[config.mk]
export PLATFORM = sky130hd
export DESIGN_NAME = alarm_sequencer
export DESIGN_NICKNAME = d
export VERILOG_FILES = /design/src/rtl/alarm_sequencer.sv
export SDC_FILE = /design/constraint.sdc
export NUM_CORES = 1
export LEC_CHECK = 0
export BUFFER_PORTS_ARGS = -buffer_cell sky130_fd_sc_hd__clkbuf_2
export CORE_ASPECT_RATIO = 0.6
export CORE_MARGIN = 2
export CORE_UTILIZATION = 40
export CTS_CLUSTER_DIAMETER = 100
export DETAILED_ROUTE_END_ITERATION = 8
export PLACE_DENSITY_LB_ADDON = 0.2
export RECOVER_POWER = 50
export SETUP_SLACK_MARGIN = 0.2
export SLEW_MARGIN = 20
export SYNTH_ARGS = -nofsm -noshare
export SYNTH_HDL_FRONTEND = slang
export SYNTH_SLANG_ARGS = --single-unit
[constraint.sdc]
create_clock -name clk -period 2.6 [get_ports clk]
set_clock_uncertainty 0.05 [all_clocks]
set_input_delay 0.39 -clock clk [delete_from_list [all_inputs] [get_ports clk]]
set_output_delay 0.39 -clock clk [all_outputs]
set_load 0.05 [all_outputs]
[src/rtl/alarm_sequencer.sv]
// rtl/alarm_sequencer.sv - alarm ring/snooze/auto-stop sequencer for the digital clock
module alarm_sequencer #(
    parameter int RING_SEC   = 60,
    parameter int SNOOZE_SEC = 300,
    parameter int MAX_SNOOZE = 3
) (
    input  logic       clk,
    input  logic       rst,
    input  logic       tick,
    input  logic [6:0] cur_h,
    input  logic [6:0] cur_m,
    input  logic [6:0] cur_s,
    input  logic [6:0] alm_h,
    input  logic [6:0] alm_m,
    input  logic       alarm_en,
    input  logic       btn_snooze,
    input  logic       btn_stop,
    output logic       som,
    output logic       ringing,
    output logic       snoozing,
    output logic [2:0] snooze_left,
    output logic       missed
);

    typedef enum logic [1:0] {
        IDLE   = 2'd0,
        RING   = 2'd1,
        SNOOZE = 2'd2
    } state_t;

    state_t     state_q, state_d;
    logic [9:0] sec_cnt_q, sec_cnt_d;
    logic [2:0] snz_cnt_q, snz_cnt_d;
    logic       phase_q, phase_d;
    logic       missed_q, missed_d;
    logic       match_q, snz_q, stop_q;

    logic match, trig, snz_rise, stop_rise, snz_avail;

    assign match     = (cur_h == alm_h) && (cur_m == alm_m) && (cur_s == 7'd0);
    assign trig      = match && !match_q && alarm_en;
    assign snz_rise  = btn_snooze && !snz_q;
    assign stop_rise = btn_stop && !stop_q;
    assign snz_avail = snz_cnt_q < 3'(MAX_SNOOZE);

    // Edge-detect history resets high so a level present at reset is not an event.
    always_ff @(posedge clk or posedge rst) begin
        if (rst) begin
            state_q   <= IDLE;
            sec_cnt_q <= '0;
            snz_cnt_q <= '0;
            phase_q   <= 1'b0;
            missed_q  <= 1'b0;
            match_q   <= 1'b1;
            snz_q     <= 1'b1;
            stop_q    <= 1'b1;
        end else begin
            state_q   <= state_d;
            sec_cnt_q <= sec_cnt_d;
            snz_cnt_q <= snz_cnt_d;
            phase_q   <= phase_d;
            missed_q  <= missed_d;
            match_q   <= match;
            snz_q     <= btn_snooze;
            stop_q    <= btn_stop;
        end
    end

    always_comb begin
        state_d   = state_q;
        sec_cnt_d = sec_cnt_q;
        snz_cnt_d = snz_cnt_q;
        phase_d   = phase_q;
        missed_d  = missed_q;
        unique case (state_q)
            IDLE: begin
                if (trig) begin
                    state_d   = RING;
                    sec_cnt_d = '0;
                    snz_cnt_d = '0;
                    phase_d   = 1'b1;
                end
            end
            RING: begin
                if (!alarm_en || stop_rise) begin
                    state_d = IDLE;
                end else if (snz_rise && snz_avail) begin
                    state_d   = SNOOZE;
                    snz_cnt_d = snz_cnt_q + 3'd1;
                    sec_cnt_d = '0;
                end else if (tick) begin
                    if (sec_cnt_q == 10'(RING_SEC - 1)) begin
                        if (snz_avail) begin
                            state_d   = SNOOZE;
                            snz_cnt_d = snz_cnt_q + 3'd1;
                            sec_cnt_d = '0;
                        end else begin
                            state_d  = IDLE;
                            missed_d = 1'b1;
                        end
                    end else begin
                        sec_cnt_d = sec_cnt_q + 10'd1;
                        phase_d   = !phase_q;
                    end
                end
            end
            SNOOZE: begin
                if (!alarm_en || stop_rise) begin
                    state_d = IDLE;
                end else if (tick) begin
                    if (sec_cnt_q == 10'(SNOOZE_SEC - 1)) begin
                        state_d   = RING;
                        sec_cnt_d = '0;
                        phase_d   = 1'b1;
                    end else begin
                        sec_cnt_d = sec_cnt_q + 10'd1;
                    end
                end
            end
            default: state_d = IDLE;
        endcase
        if (stop_rise || !alarm_en) begin
            missed_d = 1'b0;
        end
    end

    assign ringing     = (state_q == RING);
    assign snoozing    = (state_q == SNOOZE);
    assign som         = ringing && phase_q;
    assign snooze_left = 3'(MAX_SNOOZE) - snz_cnt_q;
    assign missed      = missed_q;

endmodule

==> flow_summary_export.csv <==
group,metric,value,unit
power_and_ir_drop,ir_worst_vdd,0.233,mV
timing,slew_viol_final,0,
detailed_routing,route.vias.total,1461,
cts,cts.sinks,20,
logic_synthesis,syn-num-nets,220,
layout,layout-area-overhead-vs-synth,24.4,%
layout,drive_gt1_share,31.8,%
setup_path,cp-start-kind,"flip-flop",
global_routing,grt_use_total,18.1,%
cts,clk_pin_slew_worst_paths,0.07,ns
floorplan,die_h,51.9,um
logic_synthesis,ys_seq_elements,20,
detailed_routing,drt_iter0_drc,100,
logic_synthesis,ys_seq_area_share,33.0,%
power_and_ir_drop,p_leak,0.000830,uW
global_routing,grt_first_pass_wirelength,6130,um
cts,clockBufferDepth,2,
cts,htreeDepth,1,
logic_synthesis,synth_edf_count,0,
layout,utilization,52.0,%
logic_synthesis,async_flop_share,100,%
timing,slew_headroom,48.7,%
setup_path,r2r-end,"sec_cnt_q[8]",
layout,stdcell_area,1900,sq um
logic_synthesis,synth.most_common_cell,"dfrtp_1",
detailed_routing,antenna_left,0,
detailed_routing,drcViolationCount,0,
setup_path,cp_max_fo,6,
logic_synthesis,yosys.area.top_type,"dfrtp_1",
setup_path,rr_startpoint,"state_q[1]",
placement,hpwlAfterDp,2970,um
setup_path,critical_path_class,"flip-flop to flip-flop",
worst_hold_path,min_path_type,"primary input to flip-flop",
floorplan,die_w,83.8,um
setup_path,cp_data_required_time,2.74,ns
detailed_routing,vias_per_cell,5.41,
timing,worst_slew_pin_slew,0.769,ns
setup_path,ff2ff_setup_slack,0.31,ns
logic_synthesis,synth_cell_types,50,
floorplan,dieArea,4350,sq um
layout,antenna_cells,0,
worst_hold_path,min_to,"snz_q",
floorplan,start_util,41.8,%
placement,dpl-instance-area,1830,sq um
placement,gp_congestion,0.867,
cts,cts_buffers,3,
setup_path,cp-startpoint,"state_q[1]",
logic_synthesis,synthTopCellsByArea,"dfrtp_1 (28%), xnor2_1 (8.0%), dfstp_2 (5.2%)",
timing,hold_viol_final,0,
floorplan,core,3660,sq um
timing,setup_violations,0,
setup_path,critical_path.endpoint_type,"flip-flop",
cts,clock_latency,0.26,ns
timing,timing.fmax,0.437,GHz
logic_synthesis,synth.avg_cell_area,8.84,sq um
worst_hold_path,hold_start,"btn_snooze",
layout,nNetsFinal,271,
detailed_routing,wl,3620,um
timing,setup_tns,0,ns
worst_hold_path,min_path_cells,1,
detailed_routing,routedWlPerCell,13.4,um
cts,cts_root_buf,"clkbuf_8",
timing,finalCriticalPeriod,2.29,ns
setup_path,arrival,2.42,ns
power_and_ir_drop,cellPowerDensity,573,nW/um^2
global_routing,grt_pass1_vias,1319,
logic_synthesis,yosys_warnings,0,
setup_path,worstRegToRegCells,8,
global_routing,grt_antenna_before_repair,0,
global_routing,gr-total-overflow,0,
floorplan,core.rowCount,17,
logic_synthesis,syn_area,1530,sq um
timing,hold_ws,0.162,ns
logic_synthesis,synth_common_cells,"dfrtp_1 (17), nor2_1 (16), xnor2_1 (14), nand2_1 (11)",
flow_run,cap_violations,0,
logic_synthesis,syn_inst,173,
global_routing,grt_max_degree,21,
timing,rsz0062_at_grt,"yes",
floorplan,ios,48,
cts,cts_tree,"built",
placement,io_buffers,47,
detailed_routing,drt_first_pass_iters,4,
timing,min_period_over_period,88.0,%
logic_synthesis,synth_top_cell_area_share,27.8,%
logic_synthesis,synthFlopType,"dfrtp_1",
outcome,status,"finished clean",
-- kinds of logic after synthesis --
| logic type | Yosys count | synth area share (%) |
|---|---|---|
| flops | 20 | 33.0 |
| fa+ha+maj | 6 | 4.91 |
| compound gates | 49 | 23.5 |
| buf+inv | 17 | 4.66 |
| simple gates | 63 | 23.2 |
| xor+xnor | 14 | 8.02 |
| mux | 4 | 2.70 |
-- repair_timing --
| item | CTS | global route |
|---|---|---|
| setup endpoints to repair | 0 | 12 |
| resized for setup | 0 | 6 |
| buffers inserted | 0 | 1 |
| hold buffers | 0 | 0 |
-- where the power goes --
group          internal (uW)  switching (uW)
Combinational            212             314
Clock                    109             105
Sequential               332            18.0
Total                    653             437
-- critical path, stage by stage, from the launching register on --
cell and delay, ns:
dfrtp_1 0.41, inv_1 0.09, ha_2 0.24, inv_2 0.08
a211oi_2 0.22, nor3b_4 0.09, or2_1 0.33, or4_4 0.54
o221ai_2 0.15
-- stage by stage --
stage | power (uW) | worst slack, ns | std cells
4_1_cts | 1070 | 0.282 | 269
3_5_place_dp | 845 | 0.275 | 265
6_report | 1090 | 0.313 | 270
2_1_floorplan | 709 | 0.227 | 173
3_3_place_gp | 845 | 0.299 | 265
5_1_grt | 1170 | 0.184 | 270
-- cells in the final DEF, fill, tap and decap left out, types with 3 or more instances in the layout --
cell | Yosys | layout
mux2i_1 | 3 | 3
o211ai_1 | 3 | 3
buf_4 | 1 | 6
a211o_1 | 4 | 4
ha_1 | 6 | 4
clkbuf_1 | 3 | 3
nor2b_1 | 3 | 3
nand3_1 | 7 | 7
o21ai_0 | 9 | 9
nand2_1 | 11 | 11
nand3b_1 | 3 | 3
dfrtp_1 | 17 | 17
o31ai_1 | 4 | 4
clkbuf_8 | 0 | 3
inv_1 | 9 | 9
clkbuf_2 | 0 | 45
a21oi_1 | 8 | 7
a21o_1 | 3 | 3
dfstp_2 | 3 | 3
a32o_1 | 4 | 4
nand4_1 | 4 | 4
xnor2_1 | 14 | 14
nor2_1 | 16 | 16
-- per-layer routing --
metal	GRT usage (%)	vias to the layer above	wire length, um
met5	0	-	0
met4	4.84	0	43
met3	4.44	5	293
met2	28.7	66	1380
met1	25.0	654	1900
li1	-	736	-
-- sequential cells by signal (all words and copies together), names as in the netlist --
| name | count |
|---|---|
| state_q | 2 |
| missed | 1 |
| snz_q | 1 |
| match_q | 1 |
| stop_q | 1 |
| snz_cnt_q | 3 |
| phase_q | 1 |
| sec_cnt_q | 10 |
-- layout make-up --
type	count	area (sq um)
clock buffer	4	45.0
tap	47	58.8
timing repair buffer	53	278
multi-input combinational	136	978
fill	350	1760
sequential	20	504
inverter	10	37.5
-- how the worst max path moves through the flow --
stage,slack (ns),end,cells past startpoint
after global routing,0.18,sec_cnt_q[8],8
after CTS,0.28,phase_q,8
after detailed placement,0.28,phase_q,7
after global placement,0.30,phase_q,7
final,0.31,sec_cnt_q[8],8
after floorplan,0.23,sec_cnt_q[8],9
Note: power is estimated with default switching activity, not from simulation.
